===== src/rtl/pico_seq_pkg.sv =====
// Shared types and helpers for the picoMIPS instruction sequencer.
// Supplies fallback opcode macros when the shared opcode definitions are absent.
`ifndef ADD
`define ADD  4'd0
`define ADDI 4'd1
`define MUL  4'd2
`define SUB  4'd3
`define HOLD 4'd4
`endif

package pico_seq_pkg;

    typedef enum logic [1:0] {RUN, MULW, HOLDW} seq_state_t;

    // Width of a counter that must hold values 0..n; never narrower than 1 bit.
    function automatic int cnt_width(input int n);
        return (n < 1) ? 1 : $clog2(n + 1);
    endfunction

endpackage


===== src/rtl/pico_sequencer_sw_debounce.sv =====
// Two-flop synchroniser plus debouncer for a raw switch or button.
// The output follows the synchronised input after DB_CYC consecutive differing cycles.
module sw_debounce
    import pico_seq_pkg::*;
#(
    parameter int DB_CYC = 4
) (
    input  logic clk,
    input  logic reset,
    input  logic raw,
    output logic stable
);

    localparam int CW = cnt_width(DB_CYC);

    logic          sync1;
    logic          sync2;
    logic [CW-1:0] cnt;

    always_ff @(posedge clk) begin
        if (reset) begin
            sync1  <= 1'b0;
            sync2  <= 1'b0;
            cnt    <= '0;
            stable <= 1'b0;
        end else begin
            sync1 <= raw;
            sync2 <= sync1;
            // Any return to the current output restarts the stability window.
            if (sync2 == stable) begin
                cnt <= '0;
            end else if (cnt == CW'(DB_CYC - 1)) begin
                stable <= sync2;
                cnt    <= '0;
            end else begin
                cnt <= cnt + CW'(1);
            end
        end
    end

endmodule


===== src/rtl/pico_sequencer.sv =====
// picoMIPS instruction sequencer: owns the PC, stalls for MUL, handles HOLD handshake.
// Optional single-step button enabled by defining PICO_SINGLE_STEP_EN.
module pico_sequencer
    import pico_seq_pkg::*;
#(
    parameter int PSIZE   = 5,
    parameter int MUL_LAT = 2,
    parameter int DB_CYC  = 4
) (
    input  logic             clk,
    input  logic             reset,
    input  logic [3:0]       opcode,
    input  logic             pcincr_dec,
    input  logic             w_dec,
    input  logic             swhold_raw,
`ifdef PICO_SINGLE_STEP_EN
    input  logic             step_raw,
`endif
    output logic             swhold,
    output logic             holdflag,
    output logic [PSIZE-1:0] pc,
    output logic             w,
    output logic             mul_busy
);

    // state | meaning
    // RUN   | normal issue: PC and write follow the decoder
    // MULW  | multiplier busy: PC frozen, write only on the final cycle
    // HOLDW | waiting for the switch to flip: PC frozen, no writes

    localparam int CW = cnt_width(MUL_LAT);

    seq_state_t       state, state_n;
    logic [CW-1:0]    count, count_n;
    logic [PSIZE-1:0] pc_n;
    logic             holdflag_n;
    logic             run_ok;

    sw_debounce #(.DB_CYC(DB_CYC)) u_swhold (
        .clk    (clk),
        .reset  (reset),
        .raw    (swhold_raw),
        .stable (swhold)
    );

`ifdef PICO_SINGLE_STEP_EN
    logic step_db;
    logic step_prev;

    sw_debounce #(.DB_CYC(DB_CYC)) u_step (
        .clk    (clk),
        .reset  (reset),
        .raw    (step_raw),
        .stable (step_db)
    );

    always_ff @(posedge clk) begin
        if (reset) step_prev <= 1'b0;
        else       step_prev <= step_db;
    end

    // RUN may issue only in the single cycle following a debounced press.
    assign run_ok = step_db & ~step_prev;
`else
    assign run_ok = 1'b1;
`endif

    always_ff @(posedge clk) begin
        if (reset) begin
            state    <= RUN;
            count    <= '0;
            pc       <= '0;
            holdflag <= 1'b0;
        end else begin
            state    <= state_n;
            count    <= count_n;
            pc       <= pc_n;
            holdflag <= holdflag_n;
        end
    end

    always_comb begin
        state_n    = state;
        count_n    = count;
        pc_n       = pc;
        holdflag_n = holdflag;
        w          = 1'b0;
        mul_busy   = 1'b0;
        if (!reset) begin
            unique case (state)
                RUN: begin
                    if (run_ok) begin
                        if (opcode == `MUL && MUL_LAT > 0) begin
                            count_n = CW'(MUL_LAT);
                            state_n = MULW;
                        end else begin
                            w = w_dec;
                            if (opcode == `HOLD && !pcincr_dec) begin
                                state_n = HOLDW;
                            end else if (pcincr_dec) begin
                                pc_n = pc + PSIZE'(1);
                                if (opcode == `HOLD) holdflag_n = ~holdflag;
                            end
                        end
                    end
                end
                MULW: begin
                    mul_busy = 1'b1;
                    count_n  = count - CW'(1);
                    if (count == CW'(1)) begin
                        w       = w_dec;
                        pc_n    = pc + PSIZE'(1);
                        state_n = RUN;
                    end
                end
                HOLDW: begin
                    if (pcincr_dec) begin
                        pc_n       = pc + PSIZE'(1);
                        holdflag_n = ~holdflag;
                        state_n    = RUN;
                    end
                end
                default: state_n = RUN;
            endcase
        end
    end

endmodule


===== config.mk =====
export PLATFORM = sky130hd
export DESIGN_NAME = pico_sequencer
export DESIGN_NICKNAME = d
export VERILOG_FILES = /design/src/rtl/pico_seq_pkg.sv /design/src/rtl/pico_sequencer_sw_debounce.sv /design/src/rtl/pico_sequencer.sv
export SDC_FILE = /design/constraint.sdc
export NUM_CORES = 1
export LEC_CHECK = 0
export ABC_AREA = 1
export ABC_CLOCK_PERIOD_IN_PS = 3100
export BUFFER_PORTS_ARGS = -buffer_cell sky130_fd_sc_hd__buf_2
export CAP_MARGIN = 20
export CORE_MARGIN = 3
export CORE_UTILIZATION = 41
export DETAILED_ROUTE_END_ITERATION = 10
export PLACE_DENSITY = 0.74
export SLEW_MARGIN = 20
export SYNTH_ARGS = -nofsm -noshare
export SYNTH_HDL_FRONTEND = slang
export SYNTH_HIERARCHICAL = 1
export SYNTH_SLANG_ARGS = --single-unit

===== constraint.sdc =====
create_clock -name clk -period 3.1 [get_ports clk]
set_input_delay 0.775 -clock clk [delete_from_list [all_inputs] [get_ports clk]]
set_output_delay 0.775 -clock clk [all_outputs]
set_load 0.005 [all_outputs]

==> reports/metrics.yaml, run 1 <==
outcome:
  status: "completed"
sta:
  hold_violations: 0
  min_period_over_period_pct: 70.6
  drv_slew: 0
  max_freq_mhz: 457
  tightest_slew_ps: 256
  setup_tns_ps: 0
  finalSetupViolations: 0
  rsz0062_at_grt: "false"
  fin_crit_ps: 2190
  skew_ps: 3.88
  worst_slack_ps: 912
  relSlewSlack_pct: 82.9
finish:
  fin_area_um2: 938
  multi_input_area_um2: 409
  diodes: 0
  seq_area_um2: 320
  fill_cells: 185
  drive_above_1_share_pct: 28.1
  areaGrowthSynthToFinish_pct: 18.3
  fin_nets: 135
drt:
  antenna_left: 0
  dr.pass1.iters: 2
  vias_per_cell: 4.53
  wl_per_cell_um: 9.40
  routed_wirelength_um: 1370
  dr_total_vias: 661
  drc: 0
  drtIter0Drc: 2
logic_synthesis:
  synth-seq-area-share_pct: 40.4
  syn-instance-count: 101
  synth_fp_nets: 114
  ys.flop_type: "dfxtp_1"
  synth.top_cells.by_area: "dfxtp_1 (40%), nand3_1 (6.9%), a21oi_1 (6.3%), ha_1 (6.3%), nand2_1 (6.2%)"
  synth_top_area_cell: "dfxtp_1"
  synth_top_area_share_pct: 40.4
  synth_cell_types: 22
  synth_common_cells: "dfxtp_1 (16), nand2_1 (13), nor2_1 (13)"
  syn_area_um2: 793
  avgSynthCellArea_um2: 7.85
  async_flop_share_pct: 0
  yosysWarnings: 6
  ys_ff_latch: 16
  synth_edf_count: 0
  synth_most_common_cell: "dfxtp_1"
floorplan:
  dieArea_mm2: 0.00250
  io_pins: 18
  core_area_mm2: 0.00178
  start_util_pct: 44.5
  num_rows: 15
  die_h_um: 50.0
  fp.dieW_um: 50.0
clocking:
  cts_setup_buffers: 0
  cts_sinks: 16
  cts_hold_buf: 0
  htree_num_levels: 1
  ctsResizeCount: 0
  path_clk_slew_ps: 90
  cts_buffer_depth: 2
  cts_inserted_buffers: 3
  clock_latency_ps: 280
  root_buffer: "clkbuf_4"
  cts_tree: "done"
place:
  dpl_worst_slack_ps: 903
  dp_hpwl_um: 1100
  port_buffers: 17
  gp_congestion: 0.757
  placed_area_um2: 902
worst_setup_path:
  cp.arrival_ps: 1410
  cpLargestDelayFamily: "simple AND/OR/NAND/NOR gates"
  cp_max_fo: 4
  worstSetupStartpointType: "primary input"
  path_common_cell: "buf_2"
  end_kind: "output port"
  crit_slowest_cell: "nor2_2"
  crit_buf_inv: 2
  worstPathCellList: "buf_2 -> nor2_2 -> nand2_1 -> nand3_1 -> a21oi_1 -> buf_2"
  critPathKind: "primary input to output port"
  cp_slowest_stage_delay_ps: 200
  required_ps: 2320
flow_run:
  cap_violations: 0
global_routing:
  antenna_found_initial: 0
  grt_pass1_wl_um: 2290
  grt_overflow: 0
  grt_max_degree: 15
  grt_pass1_vias: 574
  track_usage_pct: 11.8
power_and_ir_drop:
  leakagePower_uw: 0.000438
  vdd_drop_max_uv: 333
  finalPower_uw: 398
  powerDensity_mw_per_mm2: 425
worst_hold_path:
  min_path_type: "register to register"
[sequential cells by signal, indices dropped and copies added (netlist names)]
signal	count
holdflag	1
u_swhold/cnt	3
pc	5
count	2
u_swhold/sync1	1
state	2
u_swhold/sync2	1
u_swhold/stable	1
[tightest hold or removal path: cells and delay by family, from the launching register on]
kind / cells / cell delay (ps)
simple gates: 1 / 30
buf+inv: 1 / 40
flops: 1 / 310
[final cells by class]
cell class / count / area share [%]
clock buffers: 4 / 3.87
multi-input cells: 69 / 43.6
flip-flops and latches: 16 / 34.1
repair buffers: 17 / 9.07
well taps: 25 / 3.33
inverters: 15 / 6.00
[cell families (layout without fill, tap and decap cells)]
family | count (synthesis) | in the layout | synth area share (%)
AO/OA/AOI/OAI | 12 | 12 | 7.57
XOR/XNOR | 3 | 3 | 3.31
adder cells (fa/ha/maj) | 4 | 4 | 6.31
buffers and inverters | 16 | 36 | 8.04
flip-flops | 16 | 16 | 40.4
AND/OR/NAND/NOR | 50 | 50 | 34.4
[final timing paths]
path | start | to | slack (ps) | cells past startpoint
setup / recovery | opcode[0] | w | 910 | 6
hold / removal | u_swhold/sync1 | u_swhold/sync2 | 410 | 2
setup reg to reg | pc[0] | pc[4] | 1980 | 5
hold reg to reg | u_swhold/sync1 | u_swhold/sync2 | 410 | 2
[through the flow]
step	cells	hold WS (ps)	util, %
global placement	142	390	50.6
floorplan	101	388	-
finish	146	409	52.6
detailed placement	142	400	50.6
CTS	146	413	52.6
global route	146	427	52.6
[layout by cell type (no fill, tap or decap)]
cell	n
nand4_1	1
inv_1	12
o21ai_1	1
nand3_1	11
o21ai_0	1
nand3_4	1
nor2_2	2
nand2_4	2
clkbuf_8	1
nand2_1	13
ha_1	4
clkbuf_4	3
nor2_4	3
or2_1	1
nand3_2	1
nand2_2	1
nor2_1	13
dfxtp_1	16
xnor2_1	2
buf_2	17
xor2_1	1
nor3_1	1
a21oi_1	10
inv_2	3
[metal layers]
metal | GRT usage (%) | share of wire (%) | up-vias
met5 | 0 | 0 | -
met4 | 1.38 | 0 | 0
met3 | 5.44 | 5.5 | 0
met2 | 20.2 | 48 | 13
met1 | 13.5 | 47 | 288
li1 | - | - | 360
[report_power, final]
part           leakage [µW]  switching [µW]  total (µW)  internal, µW
sequential         0.000130            5.88         218           212
clock             0.0000210            62.7         134          71.4
combinational      0.000287            27.1        46.1          19.0
(Power assumes the default switching activity.)
==> inputs of run 2 (changes only) <==
ABC_CLOCK_PERIOD_IN_PS = 1840   (was 3100)
PLACE_DENSITY = 0.77   (was 0.74)
clock period = 1.84 ns   (was 3.1 ns; I/O delays follow)
==> run 2 against run 1 <==
Net effect:
- cell count did not move
- clock power rose by 71%
- sequential cell count did not move
- hold slack got worse by 32 ps
- largest power group unchanged
- combinational power rose by 71%
- critical path type is now register to output port
- routed wire length rose by 3.8%
- count of clock-buffer cells in the layout did not move
- largest cell class unchanged
==> reports/metrics.yaml, run 2 (synthesis gave the netlist of run 1 again) <==
outcome:
  status: "completed"
sta:
  max_freq_mhz: 580
  tightest_slew_ps: 264  # +7.90 ps
  hold_violations: 0  # unchanged
  holdWs_ps: 378  # -31.7 ps
  drv_slew: 0  # unchanged
  min_period_over_period_pct: 93.7
  rsz0062_at_grt: "false"
  fin_crit_ps: 1720
  setup_tns_ps: 0  # unchanged
  relSlewSlack_pct: 82.4  # -0.53 points
  finalSetupViolations: 0  # unchanged
  skew_ps: 6.70  # +2.82 ps
floorplan:
  dieArea_mm2: 0.00250  # unchanged
  io_pins: 18  # unchanged
  fp.dieW_um: 50.0  # unchanged
  core_area_mm2: 0.00178  # unchanged
  die_h_um: 50.0  # unchanged
  start_util_pct: 44.5  # unchanged
  num_rows: 15  # unchanged
worst_setup_path:
  critPathKind: "register to output port"
  end_kind: "output port"
  r2r_cells: 5  # unchanged
  r2r_slack_ps: 730  # -1250 ps
  required_ps: 1380  # -940 ps
  worstSetupStartpointType: "register"
  r2r-end: "u_swhold/cnt[2]"
  worstReg2RegStart: "u_swhold/cnt[0]"
  cp_max_fo: 4  # unchanged
  cp.arrival_ps: 1260  # -150 ps
clocking:
  cts_buffer_depth: 2  # unchanged
  cts_setup_buffers: 0  # unchanged
  cts_inserted_buffers: 3  # unchanged
  root_buffer: "clkbuf_4"
  clock_latency_ps: 290  # about the same
  path_clk_slew_ps: 90  # about the same
  cts_sinks: 16  # unchanged
  cts_hold_buf: 0  # unchanged
  ctsResizeCount: 0  # unchanged
  cts_tree: "done"
  htree_num_levels: 1  # unchanged
drt:
  dr_total_vias: 673  # +1.8%
  highest_layer: "met4"
  dr_wl_met2_um: 707  # +7.4%
  vias_per_cell: 4.61  # +1.8%
  routed_wirelength_um: 1430  # +3.8%
  antenna_left: 0  # unchanged
  drc: 0  # unchanged
  dr_wl_met3_um: 55  # -27%
  dr.pass1.iters: 4  # +2
  wl_per_cell_um: 9.76  # +3.8%
  wl_met1_um: 648  # +1.3%
  drtIter0Drc: 11  # +9
global_routing:
  antenna_found_initial: 0  # unchanged
  grt_max_degree: 15  # unchanged
  grt_overflow: 0  # unchanged
  track_usage_pct: 12.6  # +0.87 points
  grt_pass1_wl_um: 2440  # +6.3%
  grt_pass1_vias: 605  # +5.4%
worst_hold_path:
  holdPathStages: 3  # +1
  hold_end: "u_swhold/sync1"
  min_path_type: "primary input to register"
  worstHoldStart: "swhold_raw"
finish:
  fill_cells: 182  # -1.6%
  fin_area_um2: 938  # unchanged
  top_register: "pc"
  seq_area_um2: 320  # unchanged
  multi_input_area_um2: 409  # unchanged
  fin_util_pct: 52.6  # unchanged
  largest_registers: "pc: 5 flops, u_swhold/cnt: 3 flops"
  fin_nets: 135  # unchanged
  drive_above_1_share_pct: 28.1  # unchanged
  layout_common_cells: "buf_2 (17), dfxtp_1 (16), nor2_1 (13), nand2_1 (13), inv_1 (12)"
  areaGrowthSynthToFinish_pct: 18.3  # unchanged
  largest_register_ffs: 5  # unchanged
  mostFrequentLayoutCell: "buf_2"
  diodes: 0  # unchanged
place:
  port_buffers: 17  # unchanged
  placed_area_um2: 902  # unchanged
  dp_hpwl_um: 1130  # +3.3%
  gp_congestion: 0.732  # -3.3%
flow_run:
  cap_violations: 0  # unchanged
power_and_ir_drop:
  leakagePower_uw: 0.000438  # unchanged
  powerDensity_mw_per_mm2: 719  # +69%
  vdd_drop_max_uv: 568  # +71%
run 2: where the power goes:
group | switching, µW | total (µW) | internal [µW] | leakage [µW]
Sequential | 9.10 | 367 | 358 | 0.000130
Combinational | 46.7 | 78.7 | 32.0 | 0.000287
Clock | 109 | 229 | 120 | 0.0000210
Total | 165 | 675 | 510 | 0.000438
run 2: worst max path at each step:
stage / from / endpoint / slack, ps
final: state[0] / w / 120
after detailed placement: opcode[0] / w / 260
after global routing: state[0] / w / 10
after floorplan: opcode[0] / w / 540
after global placement: opcode[0] / w / 290
after CTS: state[0] / w / 110
run 2: layer usage:
metal / vias up / GRT usage (%)
met5: - / 0
met1: 296 / 14.0
li1: 360 / -
met4: 0 / 2.76
met2: 15 / 21.7
met3: 2 / 5.74
run 2: layout make-up:
type	count	share of cell area, %
inverter	15	6.00
multi-input combinational	69	43.6
tap	25	3.33
sequential	16	34.1
timing repair buffer	17	9.07
clock buffer	4	3.87
run 2: worst max-delay path: stages, from the launching register on:
cell and delay [ps]:
dfxtp_1 420, inv_2 70, nor2_4 130, nand3_1 80, a21oi_1 140, buf_2 120
run 2: per-stage QoR:
| step | power, µW | setup WS (ps) | cells |
|---|---|---|---|
| finish | 675 | 117 | 146 |
| detailed placement | 455 | 257 | 142 |
| CTS | 687 | 110 | 146 |
| global placement | 451 | 291 | 142 |
| floorplan | 428 | 539 | 101 |
| global route | 718 | 11.5 | 146 |
==> inputs of run 3 (changes only) <==
ABC_CLOCK_PERIOD_IN_PS = 1450   (was 1840)
CORE_UTILIZATION = 42   (was 41)
PLACE_DENSITY = 0.78   (was 0.77)
clock period = 1.45 ns   (was 1.84 ns; I/O delays follow)
==> run 3 against run 2 <==
Net effect:
- the run now ends with setup timing left
- via count is 9.7% higher
- design area grew 10%
- power is 31% higher
- hold slack worse by 100 ps
- die area is 2.1% lower
- clock power up 29%
- critical path depth unchanged
- global-route usage increased by 2.1 points
- sequential power increased by 27%
==> reports/metrics.yaml, run 3 (synthesis gave the netlist of run 1 again) <==
finish:
  fin_cells: 154  # +5.5%
  largest_registers: "pc: 5 flops, u_swhold/cnt: 3 flops"
  top_register: "pc"
  multi_input_area_um2: 438  # +7.0%
  diodes: 0  # unchanged
  drive_above_1_share_pct: 39.5  # +11 points
  largest_register_ffs: 5  # unchanged
  seq_area_um2: 327  # +2.0%
  mostFrequentLayoutCell: "buf_2"
  fin_area_mm2: 0.00104  # +10%
  layout_common_cells: "buf_2 (17), nand2_1 (13), dfxtp_1 (13)"
  fill_cells: 176  # -3.3%
  areaGrowthSynthToFinish_pct: 30.6
  fin_nets: 143  # +5.9%
drt:
  antenna_left: 0  # unchanged
  wl_per_cell_um: 10.8  # +10%
  dr_total_vias: 738  # +9.7%
  routed_wirelength_um: 1660  # +16%
  drtIter0Drc: 8  # -3
  vias_per_cell: 4.79  # +4.0%
  drc: 0  # unchanged
  dr.pass1.iters: 4  # unchanged
clocking:
  root_buffer: "clkbuf_4"
  cts_buffer_depth: 2  # unchanged
  path_clk_slew_ps: 90  # about the same
  cts_inserted_buffers: 3  # unchanged
  clock_latency_ps: 290  # about the same
  cts_sinks: 16  # unchanged
  htree_num_levels: 1  # unchanged
  cts_tree: "done"
global_routing:
  grt_max_degree: 10  # -5
  grt_pass1_wl_um: 2810  # +15%
  track_usage_pct: 14.7  # +2.1 points
  grt_pass1_vias: 719  # +19%
  grt_overflow: 0  # unchanged
  antenna_found_initial: 0  # unchanged
power_and_ir_drop:
  seqPwrFrac_pct: 52.7  # -1.7 points
  vdd_drop_max_uv: 775  # +36%
  swShare_pct: 25.4  # +0.97 points
  p_switching_uw: 225  # +37%
  pwr-share-comb_pct: 13.8  # +2.1 points
  leakagePower_uw: 0.000482  # +10%
  finalPower_uw: 886  # +31%
  clock_power_share_pct: 33.5  # -0.5 points
  internal_power_uw: 661  # +30%
  powerDensity_mw_per_mm2: 855  # +19%
floorplan:
  io_pins: 18  # unchanged
  die_h_um: 49.5  # -1.1%
  core_area_mm2: 0.00176  # -1.1%
  start_util_pct: 45.0  # +0.47 points
  num_rows: 15  # unchanged
  dieArea_mm2: 0.00245  # -2.1%
  fp.dieW_um: 49.5  # -1.1%
worst_setup_path:
  worstSetupStartpointType: "register"
  cp_max_fo: 3  # -1
  cp.arrival_ps: 1130  # -130 ps
  end_kind: "output port"
  required_ps: 1090  # -290 ps
  critPathKind: "register to output port"
place:
  dp.cells: 144  # +1.4%
  placed_area_um2: 917  # +1.7%
  port_buffers: 17  # unchanged
  dp_hpwl_um: 1160  # +2.3%
  dpl_worst_slack_ps: 126  # -130 ps
  gp_congestion: 0.808  # +10%
outcome:
  status: "finished, violations left"
  violations: "setup timing"
sta:
  relSlewSlack_pct: 86.6  # +4.2 points
  tightest_slew_ps: 199  # -64.8 ps
  rsz0062_at_grt: "true"
  drv_slew: 0  # unchanged
  fin_crit_ps: 1490
  finalSetupViolations: 1  # +1
  holdWs_ps: 274  # -104 ps
  min_period_over_period_pct: 103
  worst_slack_ps: -44.1  # -161 ps
  hold_violations: 0  # unchanged
  skew_ps: 6.77  # +0.0636 ps
  max_freq_mhz: 669
flow_run:
  cap_violations: 0  # unchanged
worst_hold_path:
  min_path_type: "primary input to register"
[run 3: critical path: stages (launching register included)]
cell	delay [ps]
dfxtp_4	390
inv_4	40
nor2_4	110
nand3_2	80
a21oi_2	110
buf_2	120
[run 3: cell type report]
class,count,share of cell area [%]
tap,25,3.02
multi-input combinational,69,42.3
clock buffer,4,3.50
inverter,15,5.68
sequential,16,31.5
timing repair buffer,25,14.0
[run 3: power by group through the flow]
stage | Sequential [µW] | Combinational, µW | Clock [µW]
2_1_floorplan | 475 | 67.3 | 0
3_3_place_gp | 476 | 101 | 0
3_5_place_dp | 476 | 105 | 0
4_1_cts | 466 | 117 | 305
5_1_grt | 469 | 139 | 323
6_report | 467 | 123 | 296
[run 3: repair_timing]
item                       CTS  global route
gates cloned                 0             0
pin swaps                    3             1
hold buffers                 0             0
setup endpoints to repair    2             2
setup buffers                4             2
gates resized for setup      8             4
[run 3: path summary, 6_finish.rpt]
path                                     start              to  slack (ps)  cells after the start
worst max-delay path                  state[0]               w         -40                      5
worst min-delay path                swhold_raw  u_swhold/sync1         270                      3
worst max register to register        state[0]        state[0]          90                      8
worst min register to register  u_swhold/sync1  u_swhold/sync2         410                      2
[run 3: per-layer routing]
metal / share of wire (%) / vias up / global-route usage [%] / wire length [µm]
li1: - / 376 / - / -
met1: 40 / 337 / 15.0 / 662
met2: 52 / 19 / 26.1 / 863
met3: 5.4 / 6 / 6.04 / 89
met4: 2.5 / 0 / 6.45 / 41
met5: 0 / - / 0 / 0
[run 3: stage by stage]
stage	TNS [ps]	util, %
finish	-44.1	58.7
global route	-144	58.7
CTS	-85.4	57.4
detailed placement	0	52.0
global placement	0	52.0
floorplan	0	-
